File: src/rtl/rob_retire_unit.sv
// rob_retire_unit: in-order reorder buffer and retire stage.
// Dispatch allocates entries in program order at the tail. Functional units
// complete entries out of order. Up to RET_W finished entries leave from the
// head each cycle as register-file writes or memory stores.
// Optional feature: define ROB_FLUSH_EN to add i_flush, which discards every
// pending entry at a clock edge.
module rob_retire_unit #(
  parameter int DEPTH  = 16,
  parameter int DISP_W = 2,
  parameter int CMPL_W = 3,
  parameter int RET_W  = 2,
  parameter int PREG_W = 6,
  parameter int XLEN   = 32,
  localparam int IDX_W = $clog2(DEPTH)
) (
  input  logic                     i_clk,
  input  logic                     i_rst,
`ifdef ROB_FLUSH_EN
  input  logic                     i_flush,
`endif
  input  logic [DISP_W-1:0]        i_alloc_valid,
  input  logic [DISP_W-1:0]        i_alloc_regwrite,
  input  logic [DISP_W-1:0]        i_alloc_memwrite,
  input  logic [DISP_W*PREG_W-1:0] i_alloc_pdst,
  output logic                     o_alloc_ready,
  output logic [DISP_W*IDX_W-1:0]  o_alloc_idx,
  input  logic [CMPL_W-1:0]        i_cmpl_valid,
  input  logic [CMPL_W*IDX_W-1:0]  i_cmpl_idx,
  input  logic [CMPL_W*XLEN-1:0]   i_cmpl_data,
  output logic [RET_W-1:0]         o_reg_w_en,
  output logic [RET_W*PREG_W-1:0]  o_reg_w_addr,
  output logic [RET_W*XLEN-1:0]    o_reg_w_data,
  output logic [RET_W-1:0]         o_mem_w_en,
  output logic [RET_W*XLEN-1:0]    o_mem_w_addr,
  output logic [RET_W*PREG_W-1:0]  o_mem_src_preg,
  output logic [IDX_W:0]           o_count
);

  localparam int CNT_W = IDX_W + 1;

  logic [DEPTH-1:0]  busy;
  logic [DEPTH-1:0]  done;
  logic [DEPTH-1:0]  regw;
  logic [DEPTH-1:0]  memw;
  logic [PREG_W-1:0] pdst_q [DEPTH];
  logic [XLEN-1:0]   data_q [DEPTH];
  logic [IDX_W-1:0]  head;
  logic [IDX_W-1:0]  tail;
  logic [CNT_W-1:0]  count;

  logic              flush_now;
  logic              alloc_chain;
  logic [DISP_W-1:0] alloc_take;
  logic [IDX_W-1:0]  alloc_slot [DISP_W];
  logic [CNT_W-1:0]  n_alloc;
  logic              ret_chain;
  logic [RET_W-1:0]  ret_take;
  logic [IDX_W-1:0]  ret_slot [RET_W];
  logic [CNT_W-1:0]  n_ret;

`ifdef ROB_FLUSH_EN
  assign flush_now = i_flush;
`else
  assign flush_now = 1'b0;
`endif

  assign o_count       = count;
  assign o_alloc_ready = (DEPTH - int'(count)) >= DISP_W;

  // Allocation: tags come straight from tail; lanes are accepted only as a packed prefix
  always_comb begin
    alloc_chain = o_alloc_ready && !flush_now;
    alloc_take  = '0;
    n_alloc     = '0;
    o_alloc_idx = '0;
    for (int k = 0; k < DISP_W; k++) begin
      alloc_slot[k] = tail + IDX_W'(k);
      o_alloc_idx[k*IDX_W +: IDX_W] = alloc_slot[k];
      alloc_chain   = alloc_chain && i_alloc_valid[k];
      alloc_take[k] = alloc_chain;
      if (alloc_chain) begin
        n_alloc = n_alloc + CNT_W'(1);
      end
    end
  end

  // Retire selection: an unbroken run of busy and done entries starting at head
  always_comb begin
    ret_chain = !flush_now;
    ret_take  = '0;
    n_ret     = '0;
    for (int r = 0; r < RET_W; r++) begin
      ret_slot[r] = head + IDX_W'(r);
      ret_chain   = ret_chain && busy[ret_slot[r]] && done[ret_slot[r]];
      ret_take[r] = ret_chain;
      if (ret_chain) begin
        n_ret = n_ret + CNT_W'(1);
      end
    end
  end

  // Control state: entry flags, pointers and occupancy; flush overrides everything
  always_ff @(posedge i_clk or posedge i_rst) begin
    if (i_rst) begin
      busy  <= '0;
      done  <= '0;
      regw  <= '0;
      memw  <= '0;
      head  <= '0;
      tail  <= '0;
      count <= '0;
    end else if (flush_now) begin
      busy  <= '0;
      done  <= '0;
      tail  <= head;
      count <= '0;
    end else begin
      for (int c = 0; c < CMPL_W; c++) begin
        if (i_cmpl_valid[c] && busy[i_cmpl_idx[c*IDX_W +: IDX_W]]) begin
          done[i_cmpl_idx[c*IDX_W +: IDX_W]] <= 1'b1;
        end
      end
      for (int r = 0; r < RET_W; r++) begin
        if (ret_take[r]) begin
          busy[ret_slot[r]] <= 1'b0;
        end
      end
      for (int k = 0; k < DISP_W; k++) begin
        if (alloc_take[k]) begin
          busy[alloc_slot[k]] <= 1'b1;
          done[alloc_slot[k]] <= 1'b0;
          regw[alloc_slot[k]] <= i_alloc_regwrite[k];
          memw[alloc_slot[k]] <= i_alloc_memwrite[k];
        end
      end
      head  <= head + IDX_W'(n_ret);
      tail  <= tail + IDX_W'(n_alloc);
      count <= count + n_alloc - n_ret;
    end
  end

  // Entry payload needs no reset: it is only read once its entry is busy and done
  always_ff @(posedge i_clk) begin
    if (!flush_now) begin
      for (int c = 0; c < CMPL_W; c++) begin
        if (i_cmpl_valid[c] && busy[i_cmpl_idx[c*IDX_W +: IDX_W]]) begin
          data_q[i_cmpl_idx[c*IDX_W +: IDX_W]] <= i_cmpl_data[c*XLEN +: XLEN];
        end
      end
      for (int k = 0; k < DISP_W; k++) begin
        if (alloc_take[k]) begin
          pdst_q[alloc_slot[k]] <= i_alloc_pdst[k*PREG_W +: PREG_W];
        end
      end
    end
  end

  // Retire outputs: one-cycle pulses per retiring lane, stores take precedence over reg writes
  always_ff @(posedge i_clk or posedge i_rst) begin
    if (i_rst) begin
      o_reg_w_en     <= '0;
      o_reg_w_addr   <= '0;
      o_reg_w_data   <= '0;
      o_mem_w_en     <= '0;
      o_mem_w_addr   <= '0;
      o_mem_src_preg <= '0;
    end else begin
      o_reg_w_en     <= '0;
      o_reg_w_addr   <= '0;
      o_reg_w_data   <= '0;
      o_mem_w_en     <= '0;
      o_mem_w_addr   <= '0;
      o_mem_src_preg <= '0;
      for (int r = 0; r < RET_W; r++) begin
        if (ret_take[r]) begin
          if (memw[ret_slot[r]]) begin
            o_mem_w_en[r]                       <= 1'b1;
            o_mem_w_addr[r*XLEN +: XLEN]        <= data_q[ret_slot[r]];
            o_mem_src_preg[r*PREG_W +: PREG_W]  <= pdst_q[ret_slot[r]];
          end else if (regw[ret_slot[r]]) begin
            o_reg_w_en[r]                       <= 1'b1;
            o_reg_w_addr[r*PREG_W +: PREG_W]    <= pdst_q[ret_slot[r]];
            o_reg_w_data[r*XLEN +: XLEN]        <= data_q[ret_slot[r]];
          end
        end
      end
    end
  end

endmodule
File: config.mk
export PLATFORM = sky130hd
export DESIGN_NAME = rob_retire_unit
export DESIGN_NICKNAME = d
export VERILOG_FILES = /design/src/rtl/rob_retire_unit.sv
export SDC_FILE = /design/constraint.sdc
export NUM_CORES = 2
export LEC_CHECK = 0
export CAP_MARGIN = 15
export CORE_AREA = 2 2 384 386
export DETAILED_ROUTE_END_ITERATION = 8
export DIE_AREA = 0 0 386 388
export DONT_BUFFER_PORTS = 1
export PLACE_DENSITY = 0.57
export SLEW_MARGIN = 20
export SYNTH_ARGS = -nofsm -noshare
export SYNTH_HDL_FRONTEND = slang
export SYNTH_SLANG_ARGS = --single-unit
File: constraint.sdc
create_clock -name i_clk -period 10.55 [get_ports i_clk]
set_input_delay 1.055 -clock i_clk [delete_from_list [all_inputs] [get_ports i_clk]]
set_output_delay 1.055 -clock i_clk [all_outputs]
set_load 0.01 [all_outputs]
==> results.py <==
metrics = {
    "global_routing": {
        "use_met3_pct": 6.092,
        "grt_remaining_overflow": 0,
        "antenna_found_initial": 1,
        "grt.total_usage_pct": 23.93,
        "grt_max_degree": 134,
        "use_met1_pct": 31.30,
        "grt_pass1_wl_um": 260400,
        "grt_pass1_vias": 35029,
        "grt_use_met2_pct": 38.15,
        "top_usage_layer": "met2",
    },
    "sta": {
        "setup_tns_ns": 0,
        "hold_viol_final": 0,
        "fmax_ghz": 0.1627,
        "period_needed_ns": 6.146,
        "relSlewSlack_pct": 25.75,
        "rsz0062_at_grt": "false",
        "worst_slew_pin_slew_ns": 1.114,
        "setup_viol": 0,
        "slew_viol_final": 0,
        "setup_ws_ns": 4.404,
        "finalCritPeriodShare_pct": 58.26,
        "skew_ns": 0.05190,
    },
    "worst_setup_path": {
        "arrival_ns": 6.78,
        "cpMaxStageDelayCell": "buf_4",
        "critPathKind": "flop to flop",
        "critPathLaunch": "head[1]",
        "slowest_delay_ns": 0.88,
        "cp_data_required_time_ns": 11.18,
        "cp-start-kind": "flop",
        "cpMostUsedCell": "ha_1",
        "critPathCaptureType": "flop",
        "endpoint": "o_count[4]",
        "r2r-end": "o_count[4]",
        "reg2reg_from": "head[1]",
        "reg2reg_slack_ns": 4.40,
        "cp_max_fo": 54,
        "rr_worst_depth": 17,
        "critical_path.cell_chain": "buf_4, ha_1, xnor2_2, buf_4, o211ai_1, o2111a_1, nor2_1, a21oi_1, ha_1, ha_1, inv_1, ha_1, fa_1, a21oi_1, nor2_1, nor2_1, xnor2_1",
    },
    "placement": {
        "dp_hpwl_um": 106300,
        "place.gp.congestion": 0.8677,
        "place_ws_ns": 4.548,
        "portBuffers": 0,
    },
    "cts": {
        "htree_levels": 3,
        "post_cts_buffers": 0,
        "clk_pin_slew_worst_paths_ns": 0.06,
        "cts-resized-gates": 0,
        "clockBufferDepth": 3,
        "cts_sinks": 841,
        "cts_buffers": 101,
        "clock-root-buffer": "clkbuf_16",
        "cts_tree": "yes",
        "clk_latency_ns": 0.75,
        "postCtsHoldBufs": 0,
    },
    "synthesis": {
        "syn_nets": 4448,
        "synthArstFlopShare_pct": 27.71,
        "syn_area_um2": 50600,
        "avgSynthCellArea_um2": 11.80,
        "synth_edf_count": 608,
        "yosys_warnings": 0,
        "ys_seq_area_share_pct": 47.60,
        "synth-seq-cells": 841,
        "ys.flop_type": "edfxtp_1",
        "synth_cell_type_count": 60,
        "syn_inst": 4289,
    },
    "pwr": {
        "pwr_density_cell_nw_per_um2": 276.1,
        "p_leak_nw": 20.11,
        "p_switching_w": 0.006276,
        "internal_power_w": 0.008895,
        "vdd_drop_max_mv": 0.3797,
        "combPwrFrac_pct": 47.1,
        "switching_share_pct": 41.37,
        "p_clk_share_pct": 22.8,
        "seqPwrFrac_pct": 30.1,
    },
    "floorplan": {
        "num_rows": 140,
        "fp.dieW_um": 386,
        "die-area_um2": 149800,
        "io_pins": 301,
        "coreArea_um2": 145200,
        "initial_core_util_pct": 34.85,
        "die_h_um": 388,
    },
    "drt": {
        "wl_um": 181600,
        "dr.pass1.iters": 6,
        "routedWlPerCell_um": 30.32,
        "dr_total_vias": 35881,
        "drc": 0,
        "antenna_left": 0,
        "drt_iter0_drc": 3960,
        "vias_per_cell": 5.991,
    },
    "flow_run": {
        "maxCapViolCount": 0,
    },
    "layout": {
        "areaGrowthSynthToFinish_pct": 8.597,
        "drive_above_1_share_pct": 17.04,
        "final_util_pct": 37.84,
        "fin_nets": 4138,
    },
    "run_status": {
        "outcome": "complete, no violations",
    },
    "hold_path": {
        "worstHoldPathType": "primary input to async pin",
    },
}
[stage by stage]
step / power (W) / cells / hold slack (ns) / area [µm²]
floorplan: 0.009520 / 4289 / 0.4743 / 50600
global placement: 0.01177 / 5793 / 0.5154 / 51700
detailed placement: 0.01182 / 5793 / 0.5241 / 51700
CTS: 0.01530 / 5984 / 0.3514 / 54940
global route: 0.01590 / 5984 / 0.4220 / 54940
finish: 0.01517 / 5989 / 0.3285 / 54960
[sequential cells by signal (all words and copies together) (netlist names), 4 cells and up]
| register | count |
|---|---|
| data_q | 512 |
| pdst_q | 96 |
| o_mem_w_addr | 64 |
| o_reg_w_data | 64 |
| busy | 16 |
| done | 16 |
| memw | 16 |
| regw | 16 |
| o_mem_src_preg | 12 |
| o_reg_w_addr | 12 |
| o_count | 5 |
| head | 4 |
| tail | 4 |
[area by class of cell]
| class | count | area, µm² |
|---|---|---|
| diodes | 5 | 12.51 |
| clock buffers | 129 | 2765 |
| clock inverters | 62 | 475.5 |
| fillers | 13742 | 90260 |
| inverters | 43 | 171.4 |
| multi-input cells | 2932 | 24570 |
| flip-flops and latches | 841 | 24100 |
| well taps | 1917 | 2399 |
| repair buffers | 60 | 462.9 |
[layer usage]
layer | wire (µm) | share of wire (%) | up-vias
li1 | - | - | 15245
met1 | 70160 | 39 | 18283
met2 | 85540 | 47 | 1958
met3 | 19050 | 10 | 395
met4 | 6871 | 3.8 | 0
met5 | 0 | 0 | -
[synthesized netlist by cell type, drive strengths merged (10+ instances only)]
cell type    n  share of area, %
nand2      614               4.6
edfxtp     608                36
mux2i      550                11
mux4       382                17
o21ai      341               3.4
nor2       338               2.5
clkbuf     293               2.2
a21oi      242               2.4
dfrtp      233                12
buf        180               2.0
nand3       96              0.95
mux2        91               2.0
and3        51              0.63
nor2b       46              0.57
inv         43              0.32
nor3        31              0.47
ha          24              0.59
and2        14              0.17
o21a        14              0.21
or3         10              0.12
[power by group through the flow]
stage,Sequential [W],Clock [W],Combinational [W]
floorplan,0.00438,0,0.00514
global placement,0.00462,0,0.00714
detailed placement,0.00463,0,0.00719
CTS,0.00457,0.00351,0.00722
global route,0.00462,0.00363,0.00765
finish,0.00457,0.00346,0.00714
[cells in the final DEF, fill, tap and decap left out, drive strengths merged, types with 5 or more instances in the layout]
cell type and n:
and3 51, xor2 7, or3 10, ha 24
nor2 338, clkbuf 129, nand3 96, diode 5
buf 60, edfxtp 608, a21oi 242, inv 54
nor2b 46, and4 6, nor3b 5, and2 14
mux2i 550, xnor2 8, nand2 614, mux4 382
nor3 31, clkinv 44, mux2 91, dfrtp 233
nand4 9, o211ai 8, o21ai 341, o21a 14
[how the worst min path moves through the flow]
stage	depth (start not counted)	startpoint	slack, ns	to
after floorplan	1	done[8]	0.47	done[8]
after global placement	1	done[11]	0.52	done[11]
after detailed placement	1	done[11]	0.52	done[11]
after CTS	1	i_rst	0.35	memw[14]
after global routing	1	i_rst	0.42	regw[14]
final	1	i_rst	0.33	memw[14]
[worst max-delay path: cells and delay by family, from the launching register on]
kind	cells	cell delay [ns]
flip-flops	1	0.68
AND/OR/NAND/NOR	3	0.63
buffers and inverters	3	1.68
AO/OA/AOI/OAI	4	0.75
XOR/XNOR	2	0.29
adder cells (fa/ha/maj)	5	1.88
[cells by family after synthesis]
group | synth area share (%)
buf+inv | 4.488
compound gates | 6.485
fa+ha+maj | 0.7516
flops | 47.60
xor+xnor | 0.2596
mux | 29.90
simple gates | 10.51
No activity file was read; power rests on OpenSTA's default activity.
